==> src/rtl/mult_pkg.sv <==
// Shared types and constants for the sequential shift-add multiplier.
package mult_pkg;

   typedef enum logic [1:0] {
      IDLE = 2'b00,
      RUN  = 2'b01,
      DONE = 2'b10
   } mult_state_t;

   localparam int MULT_WIDTH = 32;
   localparam int MULT_CNT_W = $clog2(MULT_WIDTH);

endpackage

==> src/rtl/zero.sv <==
// Cascade zero detector: walks the vector MSB to LSB and reports all-zero.
module zero #(
   parameter int WIDTH = 32
) (
   input  logic [0:WIDTH-1] data_i,
   output logic             zero_o
);

   logic allZero;

   always_comb begin
      allZero = 1'b1;
      for (int i = 0; i < WIDTH; i++) begin
         allZero = allZero & ~data_i[i];
      end
   end

   assign zero_o = allZero;

endmodule

==> src/rtl/mult_seq.sv <==
// Sequential shift-add multiplier, one multiplier bit per clock with early exit
// once the remaining multiplier bits are all zero.
module mult_seq
   import mult_pkg::*;
#(
   parameter int WIDTH = MULT_WIDTH
) (
   input  logic                 clk,
   input  logic                 reset,
   input  logic                 start,
   input  logic                 signed_op,
   input  logic [0:WIDTH-1]     a,
   input  logic [0:WIDTH-1]     b,
   output logic                 busy,
   output logic                 stall,
   output logic                 done,
   output logic [0:2*WIDTH-1]   product
);

   localparam int CW = $clog2(WIDTH);

   mult_state_t state_q, state_d;

   logic [0:2*WIDTH-1] acc_q, acc_d;
   logic [0:2*WIDTH-1] mcand_q, mcand_d;
   logic [0:WIDTH-1]   mplier_q, mplier_d;
   logic [0:CW-1]      count_q, count_d;
   logic               neg_q, neg_d;
   logic [0:2*WIDTH-1] product_q, product_d;
   logic               busy_q, busy_d;
   logic               done_q, done_d;

   logic [0:WIDTH-1]   magA, magB;
   logic [0:WIDTH-1]   mplierShift;
   logic [0:2*WIDTH-1] accNext;
   logic               mplierZero;

   assign mplierShift = mplier_q >> 1;

   zero #(.WIDTH(WIDTH)) uZero (
      .data_i (mplierShift),
      .zero_o (mplierZero)
   );

   always_ff @(posedge clk or posedge reset) begin
      if (reset) begin
         state_q   <= IDLE;
         acc_q     <= '0;
         mcand_q   <= '0;
         mplier_q  <= '0;
         count_q   <= '0;
         neg_q     <= 1'b0;
         product_q <= '0;
         busy_q    <= 1'b0;
         done_q    <= 1'b0;
      end else begin
         state_q   <= state_d;
         acc_q     <= acc_d;
         mcand_q   <= mcand_d;
         mplier_q  <= mplier_d;
         count_q   <= count_d;
         neg_q     <= neg_d;
         product_q <= product_d;
         busy_q    <= busy_d;
         done_q    <= done_d;
      end
   end

   // Next-state and datapath; bit 0 is the MSB, so the sign is a[0].
   always_comb begin
      state_d   = state_q;
      acc_d     = acc_q;
      mcand_d   = mcand_q;
      mplier_d  = mplier_q;
      count_d   = count_q;
      neg_d     = neg_q;
      product_d = product_q;
      magA      = (signed_op && a[0]) ? (~a + 1'b1) : a;
      magB      = (signed_op && b[0]) ? (~b + 1'b1) : b;
      accNext   = mplier_q[WIDTH-1] ? (acc_q + mcand_q) : acc_q;
      case (state_q)
         IDLE: begin
            if (start) begin
               mcand_d  = {{WIDTH{1'b0}}, magA};
               mplier_d = magB;
               acc_d    = '0;
               neg_d    = signed_op & (a[0] ^ b[0]);
               count_d  = '0;
               if (magB == '0) begin
                  state_d   = DONE;
                  product_d = '0;
               end else begin
                  state_d = RUN;
               end
            end
         end
         RUN: begin
            acc_d    = accNext;
            mcand_d  = mcand_q << 1;
            mplier_d = mplierShift;
            count_d  = count_q + CW'(1);
            if (mplierZero || (count_q == CW'(WIDTH - 1))) begin
               state_d   = DONE;
               product_d = neg_q ? (~accNext + 1'b1) : accNext;
            end
         end
         DONE: begin
            state_d = IDLE;
         end
         default: begin
            state_d = IDLE;
         end
      endcase
   end

   always_comb begin
      busy_d = (state_d != IDLE);
      done_d = (state_d == DONE);
      stall  = busy_q | (start & (state_q == IDLE));
   end

   assign busy    = busy_q;
   assign done    = done_q;
   assign product = product_q;

endmodule

==> config.mk <==
export PLATFORM = sky130hd
export DESIGN_NAME = mult_seq
export DESIGN_NICKNAME = d
export VERILOG_FILES = /design/src/rtl/mult_pkg.sv /design/src/rtl/zero.sv /design/src/rtl/mult_seq.sv
export SDC_FILE = /design/constraint.sdc
export NUM_CORES = 1
export LEC_CHECK = 0
export CAP_MARGIN = 20
export CORE_MARGIN = 4
export CORE_UTILIZATION = 60
export DETAILED_ROUTE_END_ITERATION = 8
export DONT_BUFFER_PORTS = 1
export GPL_TIMING_DRIVEN = 0
export MAX_ROUTING_LAYER = met4
export PLACE_DENSITY = 0.76
export SYNTH_ARGS = -nofsm -noshare
export SYNTH_HDL_FRONTEND = slang
export SYNTH_HIERARCHICAL = 1
export SYNTH_SLANG_ARGS = --single-unit
==> constraint.sdc <==
create_clock -name clk -period 10.21 [get_ports clk]
set_input_delay 2.042 -clock clk [delete_from_list [all_inputs] [get_ports clk]]
set_output_delay 2.042 -clock clk [all_outputs]
set_load 0.05 [all_outputs]
Yosys cells after proc, flatten, opt, wreduce, memory -nomap -nowiden. Cells that the tools add are included. W data, S select, Z words.

Output and inout port bits: 67. Word-level logic and storage cells: 118. Bits in registers: 234. Input port bits: 68.

Reductions and logical operators: 10. Eq/ne operators: 6. Multiplexer cells: 20. Add/subtract/negate cells: 5. Bitwise logic cells: 68.

Operators with widths (number): $mux W64 (7); $pmux W64 S2 (3); $mux W32 (3); $add A32 B1 Y32 const B (2); $add A64 B1 Y64 const B (1); $add A64 B64 Y64 (1); $not A32 Y32 (2); $not A64 Y64 (1); $pmux W32 S2 (1); $and A1 B1 Y1 (32); $logic_not A32 Y1 (1); $not A1 Y1 (31); $pmux W5 S2 (1); $mux W2 (3); $ne A2 B2 Y1 const B (3); $add A5 B1 Y5 const B (1); $eq A5 B5 Y1 const B (1); $mux W5 (1); $pmux W2 S2 (1); $reduce_and A2 Y1 (2); $reduce_and A4 Y1 (1); $reduce_bool A2 Y1 (2); $eq A2 B1 Y1 const B (1); $eq A2 B2 Y1 const B (1); other kinds (5) (6).

Logic depth before layout (Yosys ltp). Gate-level depths: netlist of the first run.

Depth in word-level cells: 35. Gate-level depth with buffers: 17. Depth with buffers taken out: 16.

By module. Netlist of the first run, hierarchy kept.

Modules (own cells, without submodules): mult_seq (times used 1, cells each 2201, sequential area each 5855.6 sq um, area an instance 17454.2 sq um); zero (times used 1, cells each 11, sequential area each 0.0 sq um, area an instance 72.6 sq um).

Worst setup path before layout of the first run. Ideal clock, no wire load.

Path type: input -> register. From: input port b[27] (netlist name). To: register product_q (netlist bit product[54]). Data required time: 10075 ps. Arrival: 5685 ps. Slack: 4391 ps. Stages: 17. Library setup time: 135 ps. Path buffers: 4. Cell sequence: buf_2 or4_4 nor4_4 nand2_2 or3_1 buf_2 or4_4 o31ai_4 xor2_1 nand2_1 or4_1 nor3_2 o32ai_1 buf_6 buf_2 nand2_1 o31ai_1.

Word-level cells in the longest chain between the ends: 6.

Ends and longest elaborated chain: start: declaration (line mult_seq.sv:13) `input logic [0:WIDTH-1] b,`; $not A32 Y32 (line mult_seq.sv:79) `magB = (signed_op && b[0]) ? (~b + 1'b1) : b;`; $add A32 B1 Y32 (line mult_seq.sv:79); $mux W32 * (line mult_seq.sv:79); $logic_not A32 Y1 * (line mult_seq.sv:89) `if (magB == '0) begin`; $ne A2 B2 Y1 (no source line) *; $reduce_and A4 Y1 (no source line) *; end signal: assignment (line mult_seq.sv:63) `product_q <= product_d;`; end: declaration (line mult_seq.sv:29) `logic [0:2*WIDTH-1] product_q, product_d;`.

Mark *: on every way between the ends. The rest lies on a longest branch, timed or not. A chain may end at the register's enable or synchronous reset.

Worst setup path after layout of the first run.
From: register mplier_q[31] (netlist name). To: register product_q (netlist bit product[45]).

Word-level cells in the longest chain between the ends: 6.

Ends and longest elaborated chain: start: declaration (line mult_seq.sv:26) `logic [0:WIDTH-1] mplier_q, mplier_d;`; start signal: assignment (line mult_seq.sv:60) `mplier_q <= mplier_d;`; $mux W64 * (line mult_seq.sv:80) `accNext = mplier_q[WIDTH-1] ? (acc_q + mcand_q) : acc_q;`; $not A64 Y64 (line mult_seq.sv:104) `product_d = neg_q ? (~accNext + 1'b1) : accNext;`; $add A64 B1 Y64 (line mult_seq.sv:104); $mux W64 * (line mult_seq.sv:104); $mux W64 * (line mult_seq.sv:102) `if (mplierZero || (count_q == CW'(WIDTH - 1))) begin`; $pmux W64 S2 * (line mult_seq.sv:81) `case (state_q)`.

Mark *: on every way between the ends. The rest lies on a longest branch, timed or not. The select of a mux whose other input is x is not followed.

==> results of run 1 <==
## cells in the final DEF (no fill, tap or decap), types with 22 or more instances in the layout
cell type	synthesis	final
o21ai_0	320	320
nand2_1	312	312
dfrtp_1	234	234
a21oi_1	146	146
nor2_1	141	141
clkbuf_1	109	121
xnor2_1	94	94
nand3_1	86	86
ha_1	69	69
a22oi_1	58	58
xor2_1	56	56
nor3_1	48	48
nand4_1	42	42
inv_1	37	36
o31ai_1	32	32
clkbuf_16	0	27
nor4_1	24	24
mux2i_1	22	22
## worst max-delay path, cell delays in order, from the launching register on
cell and delay [ns]:
dfrtp_1 0.49, inv_1 0.11, clkbuf_1 0.51, buf_1 0.59
clkbuf_1 0.57, buf_1 0.64, clkbuf_1 0.90, clkbuf_1 0.82
buf_1 0.82, a21oi_1 0.23, xnor2_1 0.59, o21ai_0 0.14
## final timing paths
| path | from | endpoint | slack [ns] | cells past startpoint |
|---|---|---|---|---|
| worst max-delay path | mplier_q[31] | product[45] | 3.62 | 11 |
| worst min-delay path | acc_q[63] | acc_q[63] | 0.52 | 1 |
| worst max register to register | mplier_q[31] | product[45] | 3.62 | 11 |
| worst min register to register | acc_q[63] | acc_q[63] | 0.52 | 1 |
| max in group asynchronous | reset | acc_q[6] | 7.62 | 3 |
| min in group asynchronous | reset | acc_q[38] | 1.34 | 1 |
## per-layer routing
metal / track usage (%) / share of wire [%] / wire length, um / vias to the layer above
met5: - / 0 / 0 / -
met4: 18.1 / 5.1 / 3290 / 0
met3: 10.9 / 12 / 7450 / 213
met2: 59.9 / 44 / 28200 / 1027
met1: 51.4 / 39 / 25100 / 8626
li1: - / - / - / 8150
## final cells by class
type	count	area (um^2)
multi-input combinational	1796	10900
clock inverter	5	33.8
clock buffer	43	776
timing repair buffer	5	75.1
fill	2516	9880
buffer	145	612
antenna	1	2.50
sequential	234	5860
inverter	37	146
tap	384	480
## cell families (layout without fill, tap and decap cells)
kind of cell,count (synthesis),count (layout),synth area share (%)
AOI/OAI and AO/OA,760,760,26.6
xor gates and xnor gates,150,150,7.50
adders and majority gates,70,70,5.04
buffers and inverters,182,235,4.28
DFF,234,234,33.4
muxes,33,33,1.98
other,1,2,0.0214
and+or+nand+nor,782,782,21.2
## flip-flops by register name, indices dropped and copies added, names as in the netlist
register  flops
state_q       2
done          1
mplier_q     32
mcand_q      64
busy          1
count_q       5
neg_q         1
acc_q        64
product      64
## power groups by stage
stage | clock network [mW] | registers, mW | logic, mW
finish | 0.918 | 1.65 | 4.18
global route | 0.959 | 1.67 | 4.52
CTS | 0.919 | 1.63 | 4.05
detailed placement | 0 | 1.64 | 4.03
global placement | 0 | 1.63 | 3.93
floorplan | 0 | 1.50 | 2.90
==> flow_metrics.py, run 1 <==
metrics = {
    "outcome": {
        "status": "finished clean",
    },
    "pwr": {
        "report.power.total_mw": 6.75,
        "internal_power_mw": 3.11,
        "switchingPower_mw": 3.64,
        "pwr-share-comb_pct": 61.9,
        "power.leakage_nw": 7.64,
        "clockPowerShare_pct": 13.6,
        "max-vdd-ir-drop_mv": 0.202,
        "power.density_nw_per_um2": 357,
        "sequentialPowerShare_pct": 24.5,
        "p_sw_share_pct": 53.9,
    },
    "cts": {
        "cts.sinks": 234,
        "hold_buffers": 0,
        "cts.path.max_buffers": 3,
        "clock_latency_ns": 0.55,
        "cts_tree": "yes",
        "post_cts_resized": 0,
        "cts_inserted_buffers": 26,
        "cts-root-buf": "clkbuf_16",
        "clk_pin_slew_worst_paths_ns": 0.06,
        "cts.htree.levels": 1,
        "cts_post_setup_buffers_inserted": 0,
    },
    "sta": {
        "fin_worst_skew_ns": 0.0129,
        "setup_violations": 0,
        "hold_ws_ns": 0.523,
        "setup_tns_ns": 0,
        "rsz0062_at_grt": "false",
        "fmax_mhz": 152,
        "hold_viol": 0,
        "max_slew_margin_pct": 16.3,
        "tightest_slew_ns": 1.24,
        "min_period_over_period_pct": 64.6,
        "fin_crit_ns": 6.59,
        "slew_viol_final": 0,
        "setup_ws_ns": 3.62,
    },
    "setup_path": {
        "critical_path.max_fanout": 10,
        "crit_arrival_ns": 6.99,
        "cp-end-kind": "register",
        "critPathLaunchType": "register",
        "critical_path_required_ns": 10.61,
        "path_class": "register to register",
    },
    "logic_synthesis": {
        "ys_warn_count": 6,
        "synth.distinct_cells": 90,
        "syn_inst": 2212,
        "syn-num-nets": 2350,
        "synth_most_common_cell": "o21ai_0",
        "yosys-top-cells-area": "dfrtp_1 (33%), o21ai_0 (9.1%), nand2_1 (6.7%)",
        "synth_commonest_cells": "o21ai_0 (320), nand2_1 (312), dfrtp_1 (234), a21oi_1 (146), nor2_1 (141)",
        "syn_area_um2": 17500,
        "synth-seq-cells": 234,
        "synth_ff_type": "dfrtp_1",
        "synth_seq_area_share_pct": 33.4,
        "yosys.area.top_type": "dfrtp_1",
        "synth.avg_cell_area_um2": 7.92,
        "yosysTopAreaCellShare_pct": 33.4,
        "async_flop_share_pct": 100,
        "synth_edf_count": 0,
    },
    "floorplanning": {
        "rows": 62,
        "die_w_um": 179,
        "core_area_um2": 28800,
        "start_util_pct": 60.9,
        "fp.dieArea_um2": 32000,
        "pin_count": 135,
        "die_h_um": 179,
    },
    "grt": {
        "grt_usage_pct": 40.2,
        "grt_pass1_wl_um": 96900,
        "antenna_found_initial": 2,
        "grt_max_degree": 99,
        "grt_overflow": 0,
        "grt_pass1_vias": 17100,
    },
    "final_layout": {
        "post-route-cell-area_um2": 18900,
        "area_delta_synth_final_pct": 7.85,
        "fin_util_pct": 65.7,
        "finalNonFillerCells": 2650,
        "final_layout_size_suffix_gt1_share_pct": 4.77,
        "fin_nets": 2383,
    },
    "detailed_routing": {
        "drc": 0,
        "final_antenna_net_count": 0,
        "num_vias": 18000,
        "wl_per_cell_um": 24.2,
        "firstDrtPassIters": 5,
        "first_iter_violations": 1990,
        "via_per_inst": 6.80,
        "wl_um": 64100,
    },
    "placement": {
        "place.gp.congestion": 1.08,
        "place_area_um2": 18100,
        "place_ws_ns": 3.82,
        "dpl.cell_count": 2600,
        "io_buffers": 0,
        "dp_hpwl_um": 49300,
    },
    "run": {
        "drv_cap": 0,
    },
    "hold_path": {
        "hp-class": "register to register",
    },
}
No activity file was read; power rests on OpenSTA's default activity.
==> run 2, diff against run 1 <==
--- a/config.mk
+++ b/config.mk
@@ -7,12 +7,12 @@
 export LEC_CHECK = 0
 export CAP_MARGIN = 20
 export CORE_MARGIN = 4
-export CORE_UTILIZATION = 60
+export CORE_UTILIZATION = 59
 export DETAILED_ROUTE_END_ITERATION = 8
 export DONT_BUFFER_PORTS = 1
 export GPL_TIMING_DRIVEN = 0
 export MAX_ROUTING_LAYER = met4
-export PLACE_DENSITY = 0.76
+export PLACE_DENSITY = 0.78
 export SYNTH_ARGS = -nofsm -noshare
 export SYNTH_HDL_FRONTEND = slang
 export SYNTH_HIERARCHICAL = 1
==> constraint.sdc (replaced) <==
create_clock -name clk -period 5.6 [get_ports clk]
set_input_delay 1.12 -clock clk [delete_from_list [all_inputs] [get_ports clk]]
set_output_delay 1.12 -clock clk [all_outputs]
set_load 0.05 [all_outputs]
==> run 2 against run 1 <==
- combinational power up 86%
- final area up 1.2%
- die area increased by 1.6%
- sequential power is 81% higher
- wire length is 1.3% higher
- sequential share of layout area fell by 0.37 points
- total power grew 87%
- critical path type unchanged
- largest cell class unchanged
==> flow_metrics.py, run 2 (same netlist as run 1, synthesis figures left out) <==
metrics = {
    "sta": {
        "fin_worst_skew_ns": 0.0100,
        "max_slew_margin_pct": 29.6,
        "hold_viol": 0,
        "setup_ws_ns": 0.00237,
        "setup_violations": 0,
        "setup_tns_ns": 0,
        "fmax_mhz": 179,
        "slew_viol_final": 0,
        "min_period_over_period_pct": 100,
        "fin_crit_ns": 5.60,
        "tightest_slew_ns": 1.06,
    },
    "placement": {
        "dp_hpwl_um": 50500,
        "io_buffers": 0,
        "place.gp.congestion": 1.00,
        "dpl.cell_count": 2602,
        "place_ws_ns": -0.574,
    },
    "setup_path": {
        "critPathLaunchType": "register",
        "r2r_start": "acc_q[49]",
        "cp-end-kind": "register",
        "crit_arrival_ns": 6.02,
        "critical_path_required_ns": 6.02,
        "slowest_stage": "nor3b_1",
        "crit_family": "simple AND/OR/NAND/NOR gates",
        "critPathLaunch": "acc_q[49]",
        "rrSetupSlack_ns": 0.002,
        "max_stage_delay_ns": 0.63,
        "critPathBufInv": 2,
        "path_class": "register to register",
        "path_cells": "ha_1 -> clkbuf_1 -> a21oi_1 -> o21ai_0 -> a32oi_1 -> a31oi_1 -> nor3b_1 -> nand4b_1 -> nor4b_2 -> nand3_1 -> nor4_2 -> and2_1 -> clkbuf_1 -> a21oi_1 -> xnor2_1 -> o21ai_0",
        "critical_path.max_fanout": 8,
    },
    "grt": {
        "grt_max_degree": 45,
        "grt_pass1_wl_um": 99300,
        "grt_pass1_vias": 17400,
        "grt_usage_pct": 39.4,
        "antenna_found_initial": 3,
        "grt_overflow": 0,
    },
    "final_layout": {
        "fin_nets": 2384,
        "final_layout_size_suffix_gt1_share_pct": 5.96,
        "final_cell_mix": "o21ai_0 (316), nand2_1 (312), dfrtp_1 (234)",
        "finalNonFillerCells": 2653,
        "final_common_cell": "o21ai_0",
        "area_delta_synth_final_pct": 9.15,
    },
    "pwr": {
        "sequentialPowerShare_pct": 23.7,
        "power.density_nw_per_um2": 659,
        "internal_power_mw": 5.82,
        "max-vdd-ir-drop_mv": 0.409,
        "clockPowerShare_pct": 14.7,
        "switchingPower_mw": 6.79,
        "pwr-share-comb_pct": 61.6,
        "report.power.total_mw": 12.6,
        "p_sw_share_pct": 53.9,
        "power.leakage_nw": 7.72,
    },
    "floorplanning": {
        "fp.dieArea_um2": 32500,
        "rows": 62,
        "die_h_um": 180,
        "pin_count": 135,
        "start_util_pct": 60.4,
        "core_area_um2": 29000,
        "die_w_um": 180,
    },
    "detailed_routing": {
        "first_iter_violations": 2006,
        "via_per_inst": 6.88,
        "drc": 0,
        "wl_um": 64900,
        "firstDrtPassIters": 6,
        "wl_per_cell_um": 24.5,
        "num_vias": 18300,
        "final_antenna_net_count": 0,
    },
    "hold_path": {
        "hold_start": "acc_q[0]",
        "hp-class": "register to register",
    },
    "cts": {
        "clock_latency_ns": 0.57,
        "cts.path.max_buffers": 3,
        "hold_buffers": 0,
        "cts_tree": "yes",
        "cts_inserted_buffers": 27,
        "cts.sinks": 234,
        "cts-root-buf": "clkbuf_16",
        "clk_pin_slew_worst_paths_ns": 0.07,
        "cts.htree.levels": 1,
    },
    "outcome": {
        "status": "finished clean",
    },
    "run": {
        "drv_cap": 0,
    },
}
[run 2: power by group through the flow]
stage	clock network [mW]	logic, mW	registers (mW)
2_1_floorplan	0	5.29	2.73
3_3_place_gp	0	7.20	2.96
3_5_place_dp	0	7.37	2.98
4_1_cts	1.84	7.42	2.96
5_1_grt	1.93	8.38	3.04
6_report	1.85	7.77	2.99
[run 2: metrics by stage]
| step | hold slack (ns) | cell area [um^2] | util [%] |
|---|---|---|---|
| 2_1_floorplan | 0.449 | 17500 | - |
| 6_report | 0.504 | 19100 | 65.9 |
| 3_5_place_dp | 0.497 | 18100 | 62.5 |
| 5_1_grt | 0.541 | 19100 | 65.9 |
| 4_1_cts | 0.507 | 19000 | 65.6 |
| 3_3_place_gp | 0.474 | 18000 | 62.1 |
[run 2: metal layers]
layer	global-route usage, %	vias to the layer above	wire (um)
met5	-	-	0
met2	59.1	1056	28400
li1	-	8171	-
met1	51.7	8822	26400
met3	8.30	208	6720
met4	17.5	0	3360
[run 2: worst paths after layout]
check                          endpoint  depth (start not counted)
max                          product[9]                         16
min                            acc_q[0]                          1
max reg2reg                  product[9]                         16
min reg2reg                    acc_q[0]                          1
max in group asynchronous  mplier_q[12]                          3
min in group asynchronous   product[44]                          1
[run 2: cell type report]
class                   instances  area (um^2)
multi-input cells            1796        11000
fillers                      2519         9880
flip-flops and latches        234         5860
clock buffers                  32          714
plain buffers                 144          616
well taps                     384          480
clock inverters                17          199
inverters                      37          143
repair buffers                  6          111
diodes                          3         7.51
[run 2: repair_timing]
item                       in CTS  in global routing
setup endpoints to repair      26                 14
gates resized for setup         7                 19
setup buffers                   0                  0
==> run 3, diff against run 2 <==
--- a/config.mk
+++ b/config.mk
@@ -5,6 +5,7 @@
 export SDC_FILE = /design/constraint.sdc
 export NUM_CORES = 1
 export LEC_CHECK = 0
+export ABC_AREA = 1
 export CAP_MARGIN = 20
 export CORE_MARGIN = 4
 export CORE_UTILIZATION = 59
==> run 3 against run 2 <==
- wire length grew 17%
- clock-buffer cell count shrank 5
- cell count is 36% higher
- die area up 9.6%
- critical path depth up 6
- sequential power is 1% higher
- final area rose by 9.6%
- highest routed layer unchanged
==> flow_metrics.py, run 3 <==
metrics = {
    "outcome": {
        "status": "finished clean",
    },
    "run": {
        "drv_cap": 0,
    },
    "detailed_routing": {
        "firstDrtPassIters": 6,
        "wl_per_cell_um": 21.0,
        "drc": 0,
        "final_antenna_net_count": 0,
        "via_per_inst": 6.00,
        "num_vias": 21700,
        "wl_um": 75900,
        "first_iter_violations": 3065,
    },
    "grt": {
        "grt_pass1_vias": 20600,
        "grt_overflow": 0,
        "grt_pass1_wl_um": 115000,
        "grt_usage_pct": 42.6,
        "grt_max_degree": 46,
        "antenna_found_initial": 1,
    },
    "floorplanning": {
        "start_util_pct": 60.5,
        "pin_count": 135,
        "fp.dieArea_um2": 35600,
        "die_h_um": 189,
        "core_area_um2": 31900,
        "rows": 65,
        "die_w_um": 189,
    },
    "pwr": {
        "pwr-share-comb_pct": 63.3,
        "sequentialPowerShare_pct": 21.7,
        "power.leakage_nw": 11.3,
        "clockPowerShare_pct": 15.1,
        "internal_power_mw": 6.04,
        "max-vdd-ir-drop_mv": 0.470,
        "power.density_nw_per_um2": 667,
        "switchingPower_mw": 7.95,
        "p_sw_share_pct": 56.8,
    },
    "final_layout": {
        "final_layout_size_suffix_gt1_share_pct": 3.87,
        "area_delta_synth_final_pct": 8.74,
        "fin_nets": 3294,
        "finalNonFillerCells": 3613,
        "final_common_cell": "nand2_1",
        "final_cell_mix": "nand2_1 (1126), inv_1 (466), nor2_1 (294)",
        "post-route-cell-area_um2": 21000,
    },
    "cts": {
        "cts.htree.levels": 1,
        "cts_inserted_buffers": 27,
        "cts.path.max_buffers": 3,
        "hold_buffers": 0,
        "post_cts_resized": 0,
        "cts_post_setup_buffers_inserted": 0,
        "cts.sinks": 234,
        "cts_tree": "yes",
        "clock_latency_ns": 0.58,
        "clk_pin_slew_worst_paths_ns": 0.07,
        "cts-root-buf": "clkbuf_16",
    },
    "hold_path": {
        "hp-class": "register to register",
    },
    "logic_synthesis": {
        "synth_ff_type": "dfrtp_1",
        "syn-num-nets": 3260,
        "synth_seq_area_share_pct": 30.4,
        "synth_most_common_cell": "nand2_1",
        "synth.avg_cell_area_um2": 6.18,
        "yosysTopAreaCellShare_pct": 30.4,
        "yosys-top-cells-area": "dfrtp_1 (30%), nand2_1 (22%), inv_1 (9.1%)",
        "syn_area_um2": 19300,
        "ys_warn_count": 6,
        "async_flop_share_pct": 100,
        "synth_edf_count": 0,
        "synth-seq-cells": 234,
        "synth.distinct_cells": 51,
        "yosys.area.top_type": "dfrtp_1",
        "syn_inst": 3122,
        "synth_commonest_cells": "nand2_1 (1126), inv_1 (467), nor2_1 (294), dfrtp_1 (234), nand3_1 (222)",
    },
    "sta": {
        "hold_ws_ns": 0.511,
        "hold_viol": 0,
        "slew_viol_final": 0,
        "max_slew_margin_pct": 31.0,
        "setup_violations": 0,
        "min_period_over_period_pct": 78.9,
        "setup_tns_ns": 0,
        "tightest_slew_ns": 1.03,
        "fin_worst_skew_ns": 0.0216,
        "fmax_mhz": 226,
        "fin_crit_ns": 4.42,
        "rsz0062_at_grt": "false",
    },
    "setup_path": {
        "max_stage_delay_ns": 0.51,
        "critPathLaunchType": "register",
        "critical_path.max_fanout": 5,
        "path_class": "register to register",
        "rrSetupSlack_ns": 1.18,
        "slowest_stage": "nor2_1",
        "crit_arrival_ns": 4.88,
        "cp-end-kind": "register",
        "critical_path_required_ns": 6.06,
        "cpMostUsedCell": "nand2_1",
        "path_cells": "ha_1 -> nand2_1 -> nor2_1 -> nand2_1 -> inv_1 -> nand2_1 -> nand2_1 -> nand2_1 -> nand3_1 -> nand2_1 -> nor2_1 -> nand2_1 -> nor2_2 -> nand2_1 -> nor3_1 -> nand2_1 -> nor2_1 -> nand2_1 -> nand2_1 -> nand2_1 -> nand3_1 -> nand2_1",
    },
    "placement": {
        "place_area_um2": 19900,
        "dp_hpwl_um": 60200,
        "place.gp.congestion": 1.04,
        "io_buffers": 0,
        "dpl.cell_count": 3562,
    },
}
-- run 3: cell types whose count changed in the layout (fill, tap and decap cells not counted), moves of 18 or more --
| cell | before | now |
|---|---|---|
| nand2_1 | 312 | 1126 |
| inv_1 | 36 | 466 |
| o21ai_0 | 316 | 152 |
| nor2_1 | 141 | 294 |
| nand3_1 | 86 | 222 |
| xnor2_1 | 94 | 28 |
| o22ai_1 | 3 | 58 |
| clkbuf_1 | 110 | 59 |
| a21oi_1 | 145 | 97 |
| o31ai_1 | 32 | 3 |
| mux2i_1 | 22 | 0 |
| nand2b_1 | 21 | 0 |
| or3_1 | 19 | 0 |
| a21o_1 | 20 | 2 |
-- run 3: cell type report --
cell class	count	area (um^2)
Clock inverter	23	360
Inverter	473	1780
Clock buffer	27	676
Sequential cell	234	5860
Fill cell	2881	10900
Multi-Input combinational cell	2332	11300
Tap cell	435	544
Timing Repair Buffer	5	100
Buffer	83	375
Antenna cell	1	2.50
-- run 3: per-layer routing --
metal  GRT usage, %  vias to the layer above  share of wire [%]
met1           54.1                     9923                 38
met5              -                        -                  0
li1               -                     9993                  -
met4           19.6                        0                6.0
met2           64.9                     1470                 43
met3           9.97                      301                 13
-- run 3: final timing paths --
check	from	end	cells past startpoint
worst min-delay path	mcand_q[0]	mcand_q[0]	2
min in group asynchronous	reset	product[37]	1
worst max-delay path	mcand_q[50]	product[5]	22
worst max register to register	mcand_q[50]	product[5]	22
max in group asynchronous	reset	mplier_q[18]	4
worst min register to register	mcand_q[0]	mcand_q[0]	2
-- run 3: cell families (layout without fill, tap and decap cells) --
family	Yosys count	after routing	share of synthesized area [%]
buf+inv	556	611	11.2
flops	234	234	30.4
simple gates	1767	1767	37.7
other cells	1	2	0.0194
compound gates	417	417	12.7
xor+xnor	77	77	3.50
fa+ha+maj	70	70	4.58
-- run 3: metrics by stage --
stage / setup WS [ns] / util (%) / power (mW)
final: 1.18 / 65.8 / 14.0
after global routing: 1.02 / 65.8 / 14.9
after CTS: 1.46 / 65.8 / 13.5
after detailed placement: 1.48 / 62.5 / 11.4
after global placement: 0.190 / 62.2 / 11.2
after floorplan: 1.42 / - / 8.68
-- run 3: power by group through the flow --
| stage | Sequential, mW | Combinational, mW | Clock, mW |
|---|---|---|---|
| 2_1_floorplan | 2.75 | 5.93 | 0 |
| 3_3_place_gp | 2.96 | 8.19 | 0 |
| 3_5_place_dp | 2.99 | 8.39 | 0 |
| 4_1_cts | 2.97 | 8.49 | 2.08 |
| 5_1_grt | 3.07 | 9.63 | 2.17 |
| 6_report | 3.03 | 8.85 | 2.11 |
-- run 3: critical path, delay by kind of cell (launching register included) --
| kind | cells | cell delay (ns) |
|---|---|---|
| flip-flops | 1 | 0.44 |
| buffers and inverters | 1 | 0.10 |
| AND/OR/NAND/NOR | 20 | 3.35 |
| adder cells (fa/ha/maj) | 1 | 0.41 |
